===== src/rtl/mult_pkg.sv =====
// ============================================================================
// Module : mult_pkg
// Brief  : Shared state encoding and width helpers for the sequential multiplier.
// Rev    : 1.0  initial release
// ============================================================================
`default_nettype none

package mult_pkg;

    typedef logic [1:0] state_e;

    localparam state_e IDLE = 2'd0;
    localparam state_e CALC = 2'd1;
    localparam state_e FIX  = 2'd2;
    localparam state_e DONE = 2'd3;

    // Step counter must be at least one bit wide even for the smallest legal WIDTH.
    function automatic int cnt_w(input int width);
        return (width > 1) ? $clog2(width) : 1;
    endfunction

    function automatic int product_w(input int width);
        return 2 * width;
    endfunction

endpackage

`default_nettype wire


===== src/rtl/mult_accum.sv =====
// ============================================================================
// Module : mult_accum
// Brief  : Partial-product accumulator P with init / add / negate / hold controls.
// Rev    : 1.0  initial release
// ============================================================================
`default_nettype none

module mult_accum #(
    parameter int PW = 16
) (
    input  logic          clk,
    input  logic          rst,
    input  logic          i_init,
    input  logic          i_add,
    input  logic          i_negate,
    input  logic [PW-1:0] i_addend,
    output logic [PW-1:0] o_acc,
    output logic [PW-1:0] o_acc_next
);

    logic [PW-1:0] acc_q;
    logic [PW-1:0] acc_d;

    // Sums wrap modulo 2^PW; the full product always fits so no carry-out is kept.
    always_comb begin
        acc_d = acc_q;
        if (i_init) begin
            acc_d = '0;
        end else if (i_add) begin
            acc_d = acc_q + i_addend;
        end else if (i_negate) begin
            acc_d = -acc_q;
        end
    end

    always_ff @(posedge clk or posedge rst) begin
        if (rst) begin
            acc_q <= '0;
        end else begin
            acc_q <= acc_d;
        end
    end

    assign o_acc      = acc_q;
    assign o_acc_next = acc_d;

endmodule

`default_nettype wire


===== src/rtl/seq_mult_core.sv =====
// ============================================================================
// Module : seq_mult_core
// Brief  : Shift-add sequential multiplier with valid/ready handshakes.
//          Optional MULT_SIGNED_EN enables two's-complement operands.
// Rev    : 1.0  initial release
// ============================================================================
`default_nettype none

module seq_mult_core
    import mult_pkg::*;
#(
    parameter  int WIDTH     = 8,
    localparam int CNT_W     = cnt_w(WIDTH),
    localparam int PRODUCT_W = product_w(WIDTH)
) (
    input  logic                 clk,
    input  logic                 rst,
    input  logic                 in_valid,
    output logic                 in_ready,
    input  logic [WIDTH-1:0]     op_a,
    input  logic [WIDTH-1:0]     op_b,
    input  logic                 op_signed,
    input  logic                 clear,
    output logic                 busy,
    output logic                 out_valid,
    input  logic                 out_ready,
    output logic [PRODUCT_W-1:0] product
);

    localparam logic [CNT_W-1:0] LAST_STEP = CNT_W'(WIDTH - 1);

    state_e                 state_q,   state_d;
    logic [CNT_W-1:0]       cnt_q,     cnt_d;
    logic [PRODUCT_W-1:0]   mcand_q,   mcand_d;
    logic [WIDTH-1:0]       mplier_q,  mplier_d;
    logic                   neg_q,     neg_d;
    logic [PRODUCT_W-1:0]   product_q, product_d;

    logic                   w_acc_init;
    logic                   w_acc_add;
    logic                   w_acc_neg;
    logic [PRODUCT_W-1:0]   w_acc;
    logic [PRODUCT_W-1:0]   w_acc_next;
    logic [WIDTH-1:0]       w_mag_a;
    logic [WIDTH-1:0]       w_mag_b;
    logic                   w_neg;

`ifdef MULT_SIGNED_EN
    // Magnitude of -2^(WIDTH-1) is representable as an unsigned WIDTH-bit value.
    assign w_mag_a = (op_signed && op_a[WIDTH-1]) ? -op_a : op_a;
    assign w_mag_b = (op_signed && op_b[WIDTH-1]) ? -op_b : op_b;
    assign w_neg   = op_signed & (op_a[WIDTH-1] ^ op_b[WIDTH-1]);
`else
    logic w_unused_signed;
    assign w_unused_signed = op_signed;
    assign w_mag_a         = op_a;
    assign w_mag_b         = op_b;
    assign w_neg           = 1'b0;
`endif

    always_comb begin
        state_d    = state_q;
        cnt_d      = cnt_q;
        mcand_d    = mcand_q;
        mplier_d   = mplier_q;
        neg_d      = neg_q;
        product_d  = product_q;
        w_acc_init = 1'b0;
        w_acc_add  = 1'b0;
        w_acc_neg  = 1'b0;
        if (clear) begin
            state_d = IDLE;
        end else begin
            case (state_q)
                IDLE: begin
                    if (in_valid) begin
                        state_d    = CALC;
                        mcand_d    = {{WIDTH{1'b0}}, w_mag_a};
                        mplier_d   = w_mag_b;
                        cnt_d      = '0;
                        neg_d      = w_neg;
                        w_acc_init = 1'b1;
                    end
                end
                CALC: begin
                    w_acc_add = mplier_q[0];
                    mcand_d   = mcand_q << 1;
                    mplier_d  = mplier_q >> 1;
                    cnt_d     = cnt_q + 1'b1;
                    if (cnt_q == LAST_STEP) begin
                        cnt_d   = '0;
                        state_d = FIX;
                    end
                end
                FIX: begin
                    w_acc_neg = neg_q;
                    product_d = w_acc_next;
                    state_d   = DONE;
                end
                DONE: begin
                    if (out_ready) begin
                        state_d = IDLE;
                    end
                end
                default: state_d = IDLE;
            endcase
        end
    end

    always_ff @(posedge clk or posedge rst) begin
        if (rst) begin
            state_q   <= IDLE;
            cnt_q     <= '0;
            mcand_q   <= '0;
            mplier_q  <= '0;
            neg_q     <= 1'b0;
            product_q <= '0;
        end else begin
            state_q   <= state_d;
            cnt_q     <= cnt_d;
            mcand_q   <= mcand_d;
            mplier_q  <= mplier_d;
            neg_q     <= neg_d;
            product_q <= product_d;
        end
    end

    mult_accum #(
        .PW (PRODUCT_W)
    ) u_accum (
        .clk        (clk),
        .rst        (rst),
        .i_init     (w_acc_init),
        .i_add      (w_acc_add),
        .i_negate   (w_acc_neg),
        .i_addend   (mcand_q),
        .o_acc      (w_acc),
        .o_acc_next (w_acc_next)
    );

    logic [PRODUCT_W-1:0] w_unused_acc;
    assign w_unused_acc = w_acc;

    assign in_ready  = (state_q == IDLE);
    assign busy      = (state_q == CALC) || (state_q == FIX);
    assign out_valid = (state_q == DONE);
    assign product   = product_q;

endmodule

`default_nettype wire

===== config.mk =====
export PLATFORM = sky130hd
export DESIGN_NAME = seq_mult_core
export DESIGN_NICKNAME = d
export VERILOG_FILES = /design/src/rtl/mult_pkg.sv /design/src/rtl/mult_accum.sv /design/src/rtl/seq_mult_core.sv
export SDC_FILE = /design/constraint.sdc
export NUM_CORES = 1
export LEC_CHECK = 0
export CAP_MARGIN = 20
export CORE_MARGIN = 2
export CORE_UTILIZATION = 40
export DETAILED_ROUTE_END_ITERATION = 12
export PLACE_DENSITY = 0.61
export SETUP_SLACK_MARGIN = 0.2
export SYNTH_ARGS = -nofsm -noshare
export SYNTH_HDL_FRONTEND = slang
export SYNTH_SLANG_ARGS = --single-unit

===== constraint.sdc =====
create_clock -name clk -period 5.4 [get_ports clk]
set_clock_uncertainty 0.1 [all_clocks]
set_input_delay 1.62 -clock clk [delete_from_list [all_inputs] [get_ports clk]]
set_output_delay 1.62 -clock clk [all_outputs]
set_load 0.02 [all_outputs]

Yosys cells after proc, flatten, opt, wreduce, memory -nomap -nowiden. Index checks and enable logic that the tools add are counted.

Register bits after elaboration: 61. Latch bits: 0. RAM bits: 0. ROM bits: 0. Bits of input ports: 22. Output and inout port bits: 19. Logic and storage cells: 42. Memories: 0.

$add $sub $neg: 2. $mul: 0. Divide/modulo/power cells: 0. $lt $le $gt $ge: 0. Equal/unequal tests: 8. Shift operators: 0. Mux-type cells: 19. Bitwise operators: 1. Reductions and logical operators: 6.

Operator list (number): two-way mux 16 bit (3); case mux 16 bit (2 select lines) (1); adder 16 bit (1); case mux 8 bit (2 select lines) (1); two-way mux 2 bit (4); two-way mux 8 bit (1); case mux 2 bit (4 select lines) (1); two-way mux 3 bit (2); != test 3 x 2 -> 1 bit (second input constant) (2); case mux 3 bit (2 select lines) (1); AND reduction 3 bit (2); two-way mux 1 bit (5); == test 2 bit (second input constant) (2); adder 3 x 1 -> 3 bit (second input constant) (1); == test 3 bit (second input constant) (1); != test 3 bit (second input constant) (1); == test 2 x 1 -> 1 bit (second input constant) (1); logical NOT 2 bit (1); != test 2 bit (second input constant) (1); AND reduction 2 bit (1); nonzero test 2 bit (1); logical OR 1 bit (1); NOT 1 bit (1).

Longest topological paths before layout.
Depth after elaboration: 5. Gate-level depth with buffers: 9. Mapped depth without buffers: 9.

Hierarchy. A second synthesis with hierarchy kept.

Cell total of the unflattened synthesis: 349. Area, all modules: 3806.2 um2.

Modules (own cells, without submodules): seq_mult_core (times used 1, cells an instance 158, area an instance 2183.3 um2, seq. area each 1126.1 um2); mult_accum (times used 1, cells an instance 191, area an instance 1622.8 um2, seq. area each 400.4 um2).

Worst setup path before layout. OpenSTA, ideal clock, no wires.

Path kind: input-to-reg. Start point: input port clear. End point: register product_q[13] (netlist: product[13]). Library setup time: 0.065 ns. Data arrival time: 2.883 ns. Data required time: 5.235 ns. Setup slack: 2.352 ns. Cell stages on the path: 6. Path buffers: 1. Path through: buf_2 nor2_1 nand2_1 or4_1 nand3_1 mux2_2.

Word-level cells in the longest chain between the ends: 3. Elaborated cells between the ends (all ways): 6. Those cells by class: mux: 4; bitwise: 1; reduce/logical: 1.

Ends and longest elaborated chain: start, declared (line seq_mult_core.sv:23) `input logic clear,`; two-way mux 1 bit (line seq_mult_core.sv:71) `if (clear) begin`; two-way mux 16 bit (line mult_accum.sv:29) `end else if (i_add) begin`; two-way mux 16 bit (*) (line mult_accum.sv:27) `if (i_init) begin`; net u_accum.o_acc_next[13] (line mult_accum.sv:18) `output logic [PW-1:0] o_acc_next`; end signal, assigned (line seq_mult_core.sv:124) `product_q <= product_d;`; end, declared (line seq_mult_core.sv:37) `logic [PRODUCT_W-1:0] product_q, product_d;`.

Mark *: on every way through the listed nets, which the timed path passes. The rest lies on a longest branch. A chain may end at the register's enable or synchronous reset.

Final worst setup path. Ends and elaborated chain as after synthesis.

==> metrics list <==
- Clock latency on the worst-skew pair, taken at its later pin, is 0.35 ns.
- Startpoint type of the worst setup path: input port
- After detailed placement, the total cell area comes to roughly 3800 um2.
- Worst Path Required: 5.58 ns
* Number of buffers inserted by port buffering: 39
* Hold Violations, Final: 0
- In this run the vertical extent of the chip is ~95 um.
- DR DRC count: 0
- CTS saw around 60 sinks.
* Final Critical Period: 3.739 ns
- After routing the design area is 4014 um2.
- Layout overhead on the synthesized area: 20.28%
- The routed layout has 2569 vias.
- The cell area that synthesis handed to floorplanning was 3337 um2.
* Minimum hold slack: approximately 0.38 ns
* Pleak: 1.861 nW
- Clk slew on worst S/H paths: 0.07 ns
- VDD sags by at most between 0.2 and 0.25 mV.
- Yosys printed 0 warnings.
- Total power draw: 1.822 mW
- Synthesized instance count: 346
* Number of distinct library cells after synthesis: 45
* Post-detailed-route via-to-cell ratio: 5.200
- Total Nets Final: 428
* Die area: 9089 um2
- Once layout is complete, the utilization of the core stands at 49.35%.
* Top-Level Pins: 41
- Leaving out fill and tap cells, the most frequent cell in the layout is nand2_1.
- Final setup violation count: 0
* Deepest clock path buffer count: 2
* GRT Resource Usage Total: 18.42%
- Type of the worst setup path: input port to flip-flop
* H-tree depth reported by CTS: 3
- Number of antenna repair diodes: 0
* Smallest setup slack after layout: about 1.7 ns
- First-pass GRT wire length: 12750 um
* Pins Over Slew Limit: 0
- Chip width: 95.34 um
- Largest net degree at the start of global routing: 43
* CTS-repair resized insts: 0
* Root buf cell: clkbuf_8
* Number of iterations in the first detailed-routing pass: 4
- Unrepaired setup endpoints after global routing: false
- The total area inside the core boundary comes to a little over 8000 um2.
- Largest area contributor in the synthesized netlist: dfrtp_1
* Synth area leaders: dfrtp_1, nand2_1, ha_1, mux2i_1, a21oi_1
- Buffers inserted by post-CTS timing repair: 0
- Crit path capture type: flip-flop
- In this run the tightest slew margin relative to its limit is a little over a third.
- In this run the remaining antenna-violating nets after routing total 0.
* Result of the run: finished, final reports clean
* Worst EP arrival: just under 4 ns
- Min-Delay Path Class: flip-flop to flip-flop
* Net Count, Synth: 390
- Post-detailed-placement half-perimeter wirelength: 5065 um
- Number of antenna violations at the first check in global routing: 0
- Starting DRT DRC Count: 104
- Final Cycle Share: 69.25%
- Maximum capacitance violations: 0
- Summed over all layers, the routed wires come to 7226 um.
- P per Cell Area: 453.9 nW/um2
- For the pin with the worst max-slew slack, the measured transition is 0.9683 ns.
* Flops & latches, synth: between 60 and 70
- Share of Yosys cell area claimed by the top area cell type: about 46%
- Global route total overflow: 0
- Synthesized area per cell: 9.644 um2
- Fill cells in the final layout number 770.
* Starting utilization of the core area: between 40 and 50%
- Timing would allow up to 267.4 MHz.
* Count of standard-cell rows: 33
- Before CTS, the worst setup slack after placement is 1.290 ns.
* Layout cell share with drive strength beyond 1: 10.54%
- Highest fanout seen on the critical path: 10
- Most used cells in the layout excluding fill and tap cells: nand2_1, dfrtp_1, clkdlybuf4s50_1, a21oi_1, o21ai_0
- Total negative setup slack: 0 ns
* Clock tree from TritonCTS: built
- Clock tree synthesis inserted a total of 9 buffers.
- Dividing the detail-routed wire length by the instance count gives 14.63 um.
- The number of placed instances, taps included, is 477.
* Number of global-route vias before repair: around 2600
* Count of hold-fix buffers inserted at cts: 0
* Sequential fraction of the synthesis area: between 40% and 50%
* Weighted congestion reported at the end of routability-driven placement: slightly below 0.9
- Leaving out filler cells and counting taps, the final layout contains 494.
## critical path: stages
cell and delay (ns):
clkdlybuf4s50_1 0.55, nor2_1 0.65, nand2_1 0.31, or4_1 0.54, nand3_1 0.11, mux2_2 0.15
## synthesized netlist by cell type (all sizes together)
cell type and instances:
and2 1, o221ai 1, nand3 13, o21ai 24
mux2 9, nor3 3, nand3b 2, nor2 20
or4 1, clkbuf 11, xor2 2, nor4b 1
o41ai 2, o31ai 6, nand4 3, o2111ai 1
a21oi 25, a21o 6, a31oi 2, a211o 2
nand2 72, o21bai 2, ha 21, fa 1
or2 2, inv 6, nor2b 1, a221o 1
or3 1, dfrtp 61, mux2i 20, and3 1
xnor2 11, nand2b 2, buf 7, a211oi 2
## flip-flops by register name, indices dropped and copies added, names as in the netlist
name / count
product: 16
u_accum.o_acc: 16
cnt_q: 3
mplier_q: 8
state_q: 2
mcand_q: 16
## routing by layer
layer	vias to the layer above	track usage (%)	wire length, um
li1	1285	-	-
met1	1227	24.43	3500
met2	44	29.23	3353
met3	13	3.874	223
met4	0	7.729	149
met5	-	0	0
## cell families after synthesis
kind of cell | share of synthesized area (%)
AND/OR/NAND/NOR | 15.94
AO/OA/AOI/OAI | 14.02
flip-flops | 45.74
multiplexers | 9.036
buffers and inverters | 3.374
adder cells (fa/ha/maj) | 8.474
XOR/XNOR | 3.412
## report_power, final
group / switching, mW / internal (mW) / leakage [nW] / total, mW
clock network: 0.186 / 0.225 / 0.0964 / 0.410
logic: 0.417 / 0.320 / 0.942 / 0.738
registers: 0.0890 / 0.585 / 0.822 / 0.674
## worst paths after layout
| kind | to | from | slack [ns] | cells after the start |
|---|---|---|---|---|
| worst max-delay path | product[13]$_DFFE_PP0P_ | clear | 1.66 | 6 |
| worst min-delay path | cnt_q[2]$_DFFE_PP0P_ | cnt_q[2]$_DFFE_PP0P_ | 0.38 | 2 |
| worst max register to register | product[13]$_DFFE_PP0P_ | state_q[1]$_DFFE_PP0P_ | 2.39 | 9 |
| worst min register to register | cnt_q[2]$_DFFE_PP0P_ | cnt_q[2]$_DFFE_PP0P_ | 0.38 | 2 |
| max in group asynchronous | product[12]$_DFFE_PP0P_ | rst | 2.76 | 3 |
| min in group asynchronous | mplier_q[4]$_DFFE_PP0P_ | rst | 1.58 | 2 |
## area by class of cell
cell class	instances	area [um2]	area share (%)
Clock inverter	4	47.55	1.185
Multi-Input combinational cell	261	1698	42.30
Inverter	6	22.52	0.5611
Clock buffer	12	145.1	3.616
Sequential cell	61	1526	38.03
Timing Repair Buffer	45	442.9	11.03
Tap cell	105	131.4	3.273
(Power assumes the default switching activity.)
